<file path="config.mk">
export PLATFORM = sky130hd
export DESIGN_NAME = lsu_mem_ctrl
export DESIGN_NICKNAME = d
export VERILOG_FILES = /design/src/rtl/lsu_mem_ctrl_pkg.sv /design/src/rtl/lsu_mem_ctrl_lane.sv /design/src/rtl/lsu_mem_ctrl.sv
export SDC_FILE = /design/constraint.sdc
export NUM_CORES = 1
export LEC_CHECK = 0
export CORE_UTILIZATION = 44
export CTS_BUF_LIST = sky130_fd_sc_hd__clkbuf_8 sky130_fd_sc_hd__clkbuf_16
export DETAILED_ROUTE_END_ITERATION = 6
export GPL_TIMING_DRIVEN = 0
export PLACE_DENSITY = 0.81
export SYNTH_ARGS = -nofsm -noshare
export SYNTH_HDL_FRONTEND = slang
export SYNTH_SLANG_ARGS = --single-unit
</file>
<file path="constraint.sdc">
create_clock -name clk -period 2.3 [get_ports clk]
set_input_delay 0.575 -clock clk [delete_from_list [all_inputs] [get_ports clk]]
set_output_delay 0.575 -clock clk [all_outputs]
set_load 0.05 [all_outputs]
</file>
<file path="src/rtl/lsu_mem_ctrl_pkg.sv">
// lsu_mem_ctrl_pkg
//   Shared encodings for the load/store unit: access sizes, exception codes,
//   controller states and a misalignment helper.
package lsu_mem_ctrl_pkg;

   // Access size encodings (req_size_i)
   localparam logic [1:0] SZ_B = 2'b00;
   localparam logic [1:0] SZ_H = 2'b01;
   localparam logic [1:0] SZ_W = 2'b10;
   localparam logic [1:0] SZ_X = 2'b11;

   // Exception codes (excp_code_o)
   localparam logic [1:0] EXC_NONE  = 2'b00;
   localparam logic [1:0] EXC_ALIGN = 2'b01;
   localparam logic [1:0] EXC_TMO   = 2'b10;
   localparam logic [1:0] EXC_SIZE  = 2'b11;

   // Controller states
   typedef enum logic [1:0] {
      ST_IDLE   = 2'd0,
      ST_ACCESS = 2'd1,
      ST_RESP   = 2'd2
   } lsu_state_e;

   // Half accesses need an even address, word accesses a 4-byte aligned one.
   function automatic logic is_misaligned(input logic [1:0] size, input logic [1:0] off);
      return ((size == SZ_H) && off[0]) || ((size == SZ_W) && (off != 2'b00));
   endfunction

endpackage

</file>
<file path="src/rtl/lsu_mem_ctrl_lane.sv">
// lsu_lane
//   Combinational byte-lane helper. From size, signedness and byte offset it
//   produces the byte enables, the lane-replicated write word and the
//   extracted, extended load value.
//   Ports:
//     size_i   access size          signed_i  sign-extend loads
//     off_i    byte offset          wdata_i   right-aligned store data
//     rdata_i  raw memory word      be_o      byte-lane enables
//     wdata_o  replicated store     rdata_o   extended load data
module lsu_lane
   import lsu_mem_ctrl_pkg::*;
(
   input  logic [1:0]  size_i,
   input  logic        signed_i,
   input  logic [1:0]  off_i,
   input  logic [31:0] wdata_i,
   input  logic [31:0] rdata_i,
   output logic [3:0]  be_o,
   output logic [31:0] wdata_o,
   output logic [31:0] rdata_o
);

   logic [31:0] shifted;

   always_comb begin
      be_o    = 4'b0000;
      wdata_o = 32'h0;
      rdata_o = 32'h0;
      // Bring the addressed byte(s) down to bit 0.
      shifted = rdata_i >> {off_i, 3'b000};
      case (size_i)
         SZ_B: begin
            be_o    = 4'b0001 << off_i;
            wdata_o = {4{wdata_i[7:0]}};
            rdata_o = {{24{signed_i & shifted[7]}}, shifted[7:0]};
         end
         SZ_H: begin
            be_o    = off_i[1] ? 4'b1100 : 4'b0011;
            wdata_o = {2{wdata_i[15:0]}};
            rdata_o = {{16{signed_i & shifted[15]}}, shifted[15:0]};
         end
         SZ_W: begin
            // Word offset is always zero here, so shifted equals the raw word.
            be_o    = 4'b1111;
            wdata_o = wdata_i;
            rdata_o = shifted;
         end
         default: ;
      endcase
   end

endmodule

</file>
<file path="src/rtl/lsu_mem_ctrl.sv">
// lsu_mem_ctrl
//   Handshaked load/store unit between execute stage and data memory.
//   IDLE checks legality and latches the request, ACCESS holds the memory
//   request until mem_ready or timeout, RESP pulses done_o for one cycle.
//   Ports:
//     clk, rst (async, active-low)
//     req_*        core request (held stable while stall_o=1)
//     stall_o      core must hold PC/request
//     done_o       one-cycle completion; rdata_o/excp_o/excp_code_o valid with it
//     mem_*        memory side; mem_ready completes the access in ACCESS only
//     dbg_state_o  current controller state
//   Handshake: a request is taken when req_i=1 in IDLE; the memory access
//   completes on the first ACCESS cycle with mem_ready=1; done_o marks the
//   single cycle in which the core may consume the result and advance.
module lsu_mem_ctrl
   import lsu_mem_ctrl_pkg::*;
#(
   parameter int ADDR_W      = 32,
   parameter int TIMEOUT_CYC = 16,
   parameter int ALIGN_CHK   = 1
) (
   input  logic              clk,
   input  logic              rst,
   input  logic              req_i,
   input  logic              req_we_i,
   input  logic [1:0]        req_size_i,
   input  logic              req_signed_i,
   input  logic [ADDR_W-1:0] req_addr_i,
   input  logic [31:0]       req_wdata_i,
   output logic              stall_o,
   output logic              done_o,
   output logic [31:0]       rdata_o,
   output logic              excp_o,
   output logic [1:0]        excp_code_o,
   output logic              mem_cs,
   output logic              mem_rw,
   output logic [3:0]        mem_be,
   output logic [ADDR_W-1:0] mem_addr,
   output logic [31:0]       mem_wdata,
   input  logic [31:0]       mem_rdata,
   input  logic              mem_ready,
   output logic [1:0]        dbg_state_o
);

   localparam int CNT_W = (TIMEOUT_CYC > 2) ? $clog2(TIMEOUT_CYC) : 1;
   localparam logic [CNT_W-1:0] CNT_LAST = CNT_W'((TIMEOUT_CYC > 0) ? TIMEOUT_CYC - 1 : 0);

   lsu_state_e        state_q, state_d;
   logic              rw_q, rw_d;
   logic [3:0]        be_q, be_d;
   logic [ADDR_W-1:0] addr_q, addr_d;
   logic [31:0]       wdata_q, wdata_d;
   logic [1:0]        size_q, size_d;
   logic              signed_q, signed_d;
   logic [1:0]        off_q, off_d;
   logic [CNT_W-1:0]  cnt_q, cnt_d;
   logic [31:0]       rdata_q, rdata_d;
   logic              excp_q, excp_d;
   logic [1:0]        code_q, code_d;

   logic [1:0]  req_off, eff_off;
   logic [3:0]  st_be, ld_be;
   logic [31:0] st_wdata, ld_wdata, st_rdata, ld_rdata;
   logic        lane_unused;

   // Offset as seen by the lanes: half/word low bits forced to zero. With the
   // alignment check on, misaligned requests never reach ACCESS, so masking
   // only changes behaviour when the check is disabled.
   always_comb begin
      req_off = req_addr_i[1:0];
      case (req_size_i)
         SZ_W:    eff_off = 2'b00;
         SZ_H:    eff_off = {req_off[1], 1'b0};
         default: eff_off = req_off;
      endcase
   end

   lsu_lane u_store_lane (
      .size_i  (req_size_i),
      .signed_i(1'b0),
      .off_i   (eff_off),
      .wdata_i (req_wdata_i),
      .rdata_i (32'h0),
      .be_o    (st_be),
      .wdata_o (st_wdata),
      .rdata_o (st_rdata)
   );

   lsu_lane u_load_lane (
      .size_i  (size_q),
      .signed_i(signed_q),
      .off_i   (off_q),
      .wdata_i (32'h0),
      .rdata_i (mem_rdata),
      .be_o    (ld_be),
      .wdata_o (ld_wdata),
      .rdata_o (ld_rdata)
   );

   // Each lane instance only drives part of its outputs into the datapath.
   assign lane_unused = ^{st_rdata, ld_be, ld_wdata};

   always_comb begin
      state_d  = state_q;
      rw_d     = rw_q;
      be_d     = be_q;
      addr_d   = addr_q;
      wdata_d  = wdata_q;
      size_d   = size_q;
      signed_d = signed_q;
      off_d    = off_q;
      cnt_d    = cnt_q;
      rdata_d  = rdata_q;
      excp_d   = excp_q;
      code_d   = code_q;
      case (state_q)
         ST_IDLE: begin
            if (req_i) begin
               rdata_d = 32'h0;
               if (req_size_i == SZ_X) begin
                  state_d = ST_RESP;
                  excp_d  = 1'b1;
                  code_d  = EXC_SIZE;
               end else if ((ALIGN_CHK != 0) && is_misaligned(req_size_i, req_off)) begin
                  state_d = ST_RESP;
                  excp_d  = 1'b1;
                  code_d  = EXC_ALIGN;
               end else begin
                  state_d  = ST_ACCESS;
                  rw_d     = req_we_i;
                  be_d     = st_be;
                  addr_d   = {req_addr_i[ADDR_W-1:2], 2'b00};
                  wdata_d  = st_wdata;
                  size_d   = req_size_i;
                  signed_d = req_signed_i;
                  off_d    = eff_off;
                  cnt_d    = '0;
                  excp_d   = 1'b0;
                  code_d   = EXC_NONE;
               end
            end
         end
         ST_ACCESS: begin
            // Ready takes priority over a timeout in the same cycle.
            if (mem_ready) begin
               state_d = ST_RESP;
               rdata_d = rw_q ? 32'h0 : ld_rdata;
            end else if ((TIMEOUT_CYC > 0) && (cnt_q == CNT_LAST)) begin
               state_d = ST_RESP;
               excp_d  = 1'b1;
               code_d  = EXC_TMO;
            end else begin
               cnt_d = cnt_q + 1'b1;
            end
         end
         ST_RESP: state_d = ST_IDLE;
         default: state_d = ST_IDLE;
      endcase
   end

   always_ff @(posedge clk or negedge rst) begin
      if (!rst) begin
         state_q  <= ST_IDLE;
         rw_q     <= 1'b0;
         be_q     <= 4'b0000;
         addr_q   <= '0;
         wdata_q  <= 32'h0;
         size_q   <= 2'b00;
         signed_q <= 1'b0;
         off_q    <= 2'b00;
         cnt_q    <= '0;
         rdata_q  <= 32'h0;
         excp_q   <= 1'b0;
         code_q   <= 2'b00;
      end else begin
         state_q  <= state_d;
         rw_q     <= rw_d;
         be_q     <= be_d;
         addr_q   <= addr_d;
         wdata_q  <= wdata_d;
         size_q   <= size_d;
         signed_q <= signed_d;
         off_q    <= off_d;
         cnt_q    <= cnt_d;
         rdata_q  <= rdata_d;
         excp_q   <= excp_d;
         code_q   <= code_d;
      end
   end

   // stall_o is gated by rst so a request held through reset cannot stall.
   assign stall_o     = rst & (((state_q == ST_IDLE) & req_i) | (state_q == ST_ACCESS));
   assign done_o      = (state_q == ST_RESP);
   assign rdata_o     = done_o ? rdata_q : 32'h0;
   assign excp_o      = done_o & excp_q;
   assign excp_code_o = done_o ? code_q : 2'b00;
   assign mem_cs      = (state_q == ST_ACCESS);
   assign mem_rw      = rw_q;
   assign mem_be      = be_q;
   assign mem_addr    = addr_q;
   assign mem_wdata   = wdata_q;
   assign dbg_state_o = state_q;

endmodule

</file>
## Word-level counts from Yosys, hierarchy flattened

Cells that the tools add are included.
Widths: inputs -> output; s select.

- Flip-flop bits (word level): 113
- Bits in latches: 0
- Bits in writable memories: 0
- Bits in read-only memories: 0
- Output and inout port bits: 109
- Word-level logic and storage cells: 86
- Memories kept: 0

- Add/subtract/negate cells: 1
- $mul: 0
- Divide/modulo/power cells: 0
- Order comparisons: 0
- Equal/unequal tests: 16
- Shifts and indexed selects: 2
- Muxes and demuxes: 34
- Bitwise operators: 8
- Reductions and logical operators: 13

Operator list:

| cell | count |
|---|---|
| $pmux 32 s3 | 2 |
| $mux 32 | 4 |
| $pmux 32 s2 | 1 |
| $shr 32x5->32 | 1 |
| $mux 4 | 6 |
| $mux 2 | 9 |
| $pmux 2 s2 | 3 |
| $pmux 4 s3 | 1 |
| $ne 2x2->1 const B | 5 |
| $eq 2x2->1 const B | 4 |
| $pmux 4 s2 | 1 |
| $reduce_and 4->1 | 2 |
| $eq 2x1->1 const B | 3 |
| $logic_not 2->1 | 3 |
| $mux 1 | 6 |
| $reduce_and 6->1 | 1 |
| $and 1x1->1 | 5 |
| $add 4x1->4 const B | 1 |
| $eq 4x4->1 const B | 1 |
| $ne 2x1->1 const B | 2 |
| $reduce_bool 2->1 | 2 |
| $shl 1x2->4 const A | 1 |
| $ne 3x1->1 const B | 1 |
| $reduce_and 3->1 | 1 |
| 6 further kinds | 8 |

## Logic depth before layout (Yosys ltp)

Gate-level depths: netlist (run 1).

- Word-level depth: 7
- Mapped depth: 9
- Depth with buffers taken out: 6

## By module

From an unflattened synthesis (run 1), not the netlist that was laid out.

- Cells, all modules: 805
- Area, all modules: 7714.9 um^2

By module, submodules not included:

| module | times used | cells each | area each (um^2) | sequential area each (um^2) |
|---|---|---|---|---|
| lsu_mem_ctrl | 1 | 403 | 4939.7 | 2827.7 |
| lsu_lane | 2 | 201 | 1387.6 | 0.0 |

## Worst setup path before layout (run 1)

Ideal clock, no wire load.

- Path type: reg2out
- Start: reg state_q[1] (netlist: dbg_state_o[1])
- End: out excp_code_o[0]
- Arrival: 2433 ps
- Data required time: 1725 ps
- Path slack: -708 ps
- Stages on the path, launching flop included: 5
- Buffers on the path: 2
- Cell sequence: dfrtp_1 -> clkbuf_1 -> nor2b_1 -> clkbuf_1 -> and2_1

- Cells in the longest elaborated chain, start to end: 2

Ends and longest elaborated chain:

| element | line | source |
|---|---|---|
| start, declared | lsu_mem_ctrl.sv:48 | `lsu_state_e state_q, state_d;` |
| start signal, assigned | lsu_mem_ctrl.sv:176 | `state_q <= state_d;` |
| $eq 2x2->1 | lsu_mem_ctrl.sv:193 | `assign done_o = (state_q == ST_RESP);` |
| named net done_o | lsu_mem_ctrl.sv:31 | `output logic done_o,` |
| $mux 2 | lsu_mem_ctrl.sv:196 | `assign excp_code_o = done_o ? code_q : 2'b00;` |
| end, declared | lsu_mem_ctrl.sv:34 | `output logic [1:0] excp_code_o,` |

The timed path passes the listed nets, and every way through them passes these cells.

## Worst setup path in the final report (run 1)

- Start: reg state_q[1] (netlist: dbg_state_o[1])
- End: out rdata_o[23]

- Cells in the longest elaborated chain, start to end: 2

Ends and longest elaborated chain:

| element | line | source |
|---|---|---|
| $eq 2x2->1 | lsu_mem_ctrl.sv:193 |  |
| $mux 32 | lsu_mem_ctrl.sv:194 | `assign rdata_o = done_o ? rdata_q : 32'h0;` |
| end, declared | lsu_mem_ctrl.sv:32 | `output logic [31:0] rdata_o,` |

Every way passes these cells.

==> results_dict.tcl, run 1 <==
set metrics [dict create \
    status "finished with violations" \
    violations_in_the_final_reports "setup timing" \
    worst-setup-path-type "reg2out" \
    setup_slack_ns -0.0405 \
    post_synth_num_cell_types 49 \
    total_number_of_vias 5114 \
    drtPass1Iterations 5 \
    layout.cells.most_common "clkdlybuf4s50_1" \
    grt_pass1_vias 5248 \
    vdd_drop_max_v 0.000956 \
    drt-wirelength-per-cell_um 18.6 \
    antenna_found_initial 1 \
    final.period_utilization_pct 102 \
    critical_path_peak_fanout 5 \
    r2r_end "rdata_q[29]" \
    depth_of_the_cts_h_tree 4 \
    multiInputGateArea_sq_um 2510 \
    final.setup_skew_ns 0.00911 \
    nNetsFinal 880 \
    grt_use_total_pct 27.9 \
    slowest_stage "dfrtp_2" \
    floorplan.die.height_um 114 \
    route.detailed.drc 0 \
    layout-drive-gt1-share_pct 18.6 \
    mostFrequentLayoutCells "170 x clkdlybuf4s50_1, 112 x dfrtp_1, 71 x nand2_1" \
    final_max_slew_viol_count 0 \
    reg2regPathDepth 4 \
    post_synth.cell_area_avg_sq_um 10.4 \
    dr_wl_met2_um 8660 \
    max_slew_margin_pct 45.1 \
    yosys_register_bits 113 \
    worst-endpoint-required_ns 1.73 \
    initial_core_util_pct 45.5 \
    core-area_sq_um 12100 \
    period_needed_ns 2.34 \
    clock_path_buffers 2 \
    top_layer_used "met4" \
    asyncSetResetFlopFracSynth_pct 100 \
    netlist_area_sq_um 5490 \
    worstReg2RegStart "dbg_state_o[1]" \
    power.static_leakage_nw 3.85 \
    syn-instance-count 530 \
    tns_ns -0.162 \
    timing_hold_violations_final 0 \
    fillCellCount 899 \
    clock_tree.root_cell "clkbuf_16" \
    clock_pin_slew_reported_for_the_worst_setup_and_hold_paths_after_clock_tree_synthesis_ns 0.06 \
    layout.area.seq_sq_um 2830 \
    drt_antenna_net_count 0 \
    die_area_sq_um 12900 \
    cap_viol_max_count 0 \
    max_stage_delay_ns 0.44 \
    power-per-cell-area_nw_per_um2 1360 \
    place.port_buffers 210 \
    clkLatencyLatePin_ns 0.42 \
    met3_wirelength_um 1770 \
    detail_route.wirelength_um 17700 \
    grt_max_degree 57 \
    num_io_pins 213 \
    globalplace.congestion 0.860 \
    grt_remaining_overflow 0 \
    yosys_warnings 0 \
    site_rows 40 \
    cts_sinks 113 \
    min-delay-path-class "in2async" \
    yosys_most_used_dff "dfrtp_1" \
    tritoncts_clock_tree "built" \
    vias_per_cell 5.37 \
    max_clock_freq_ghz 0.427 \
    tritoncts.num_buffers 17 \
    worst_ep_arrival_time_ns 1.77 \
    dp.final_hpwl_um 12700 \
    power_w 0.0118 \
    path_cells "buf_8 -> nor2b_4 -> buf_12 -> clkbuf_16 -> and2_2 -> buf_6" \
    post_cts_hold_buffer_count 0 \
    type_of_element_launching_the_critical_path "flop" \
    wl_met1_um 6830 \
    cp.buffers_inverters 4 \
    setup_violations 7 \
    timing_worst_slew_pin_value_ns 0.817 \
    cpLargestDelayFamily "buffers and inverters" \
    synth.yosys.seq_area_share_pct 51.5 \
    unrepaired_setup_endpoints_after_global_routing "yes" \
    detailedRoute.firstIterationViolations 324 \
    synth_enable_flop_cells 0 \
    ff2ff_setup_slack_ns 0.28 \
    floorplan.die.width_um 114 \
    area_growth_syn_to_layout_pct 59.1 \
    wire_length_of_the_first_global_routing_pass_um 27200 \
    setup.worst_path.end_class "output port" \
]
==> per-stage QoR <==
step           utilization [%]  instance area, sq um  instances  setup WS, ns  hold slack [ns]
2_1_floorplan                -                  5520        531        0.0317            0.279
3_3_place_gp              64.9                  7830        909         -4.47            0.466
3_5_place_dp              65.1                  7850        910        -0.909            0.469
4_1_cts                   71.1                  8580        946       -0.0195           0.0431
5_1_grt                   72.4                  8730        953       -0.0707           0.0443
6_report                  72.4                  8730        953       -0.0405           0.0323
==> flip-flops by register name, summed over array words and instances, names as in the netlist <==
name,cells
cnt_q,4
mem_addr,30
size_q,2
code_q,2
mem_wdata,32
excp_q,1
mem_be,4
signed_q,1
dbg_state_o,2
mem_rw,1
rdata_q,32
off_q,2
==> where the power goes <==
part	total [W]	internal [W]	switching, W
logic	0.00604	0.00219	0.00386
registers	0.00323	0.00276	0.000467
clock network	0.00257	0.00162	0.000950
total	0.0118	0.00657	0.00527
==> repair_timing <==
action / 4_1_cts / 5_1_grt
endpoints found under the setup margin: 112 / 94
buffers inserted: 2 / 4
pin swaps: 1 / 1
endpoints found under the hold margin: 0 / 0
gates cloned: 2 / 2
gates resized for setup: 259 / 40
==> cell families (layout without fill, tap and decap cells) <==
group                    count (synthesis)  after routing  synth area share, %
AO/OA/AOI/OAI                          152            152                 17.4
XOR/XNOR                                 1              1                0.160
adder cells (fa/ha/maj)                  5              5                 1.14
buffers and inverters                   51            303                 4.40
flip-flops                             113            113                 51.5
multiplexers                            56             56                 11.4
other                                    1              3               0.0683
AND/OR/NAND/NOR                        151            152                 14.0
==> cells in the mapped netlist, types with 2 or more instances <==
master	number	share of area, %
dfrtp_1	113	52
nand2_1	71	4.9
o21ai_1	62	5.7
and2_1	36	4.1
a21oi_1	35	3.2
mux2_1	33	6.8
clkbuf_1	19	1.3
a221o_1	16	2.9
mux2i_1	15	2.7
buf_2	14	1.3
nor2_1	12	0.82
a22o_1	9	1.4
inv_1	9	0.62
a22oi_1	8	1.1
nand3b_1	8	1.1
mux2_2	7	1.4
o21ai_0	6	0.55
ha_1	5	1.1
nand2b_1	5	0.57
a21o_1	4	0.55
buf_1	3	0.21
nand3_1	3	0.27
nor2b_1	3	0.34
a31oi_1	2	0.23
a41oi_1	2	0.32
and3_1	2	0.23
buf_4	2	0.27
buf_6	2	0.41
dlygate4sd1_1	2	0.32
nor3b_1	2	0.27
or2_1	2	0.23
==> worst max path at each step <==
stage                        endpoint  slack [ns]            from  cells past startpoint
after floorplan           rdata_o[10]        0.03  dbg_state_o[1]                      4
after global placement        stall_o       -4.47             rst                      3
after detailed placement      stall_o       -0.91             rst                      4
after CTS                 rdata_o[29]       -0.02  dbg_state_o[1]                      5
after global routing      rdata_o[26]       -0.07  dbg_state_o[1]                      6
final                     rdata_o[23]       -0.04  dbg_state_o[1]                      6
==> layer usage <==
layer	track usage [%]	vias to the layer above
met5	0	-
met4	10.3	0
met3	10.4	38
met2	47.1	263
met1	32.6	2448
li1	-	2365
==> layout make-up <==
type / instances / area share (%)
well taps: 168 / 2.41
diodes: 1 / 0.0287
repair buffers: 220 / 26.2
clock buffers: 18 / 5.03
clock inverters: 14 / 1.63
flip-flops and latches: 113 / 32.4
plain buffers: 42 / 3.14
inverters: 9 / 0.387
multi-input cells: 368 / 28.7
Note: power is estimated with default switching activity, not from simulation.
==> run 2, diff against run 1 <==
--- a/config.mk
+++ b/config.mk
@@ -7,6 +7,7 @@
 export LEC_CHECK = 0
 export CORE_UTILIZATION = 44
 export CTS_BUF_LIST = sky130_fd_sc_hd__clkbuf_8 sky130_fd_sc_hd__clkbuf_16
+export CTS_CLUSTER_DIAMETER = 60
 export DETAILED_ROUTE_END_ITERATION = 6
 export GPL_TIMING_DRIVEN = 0
 export PLACE_DENSITY = 0.81
==> results of run 2 <==
No change in the layout: final DEF, timing and power equal those of run 1.
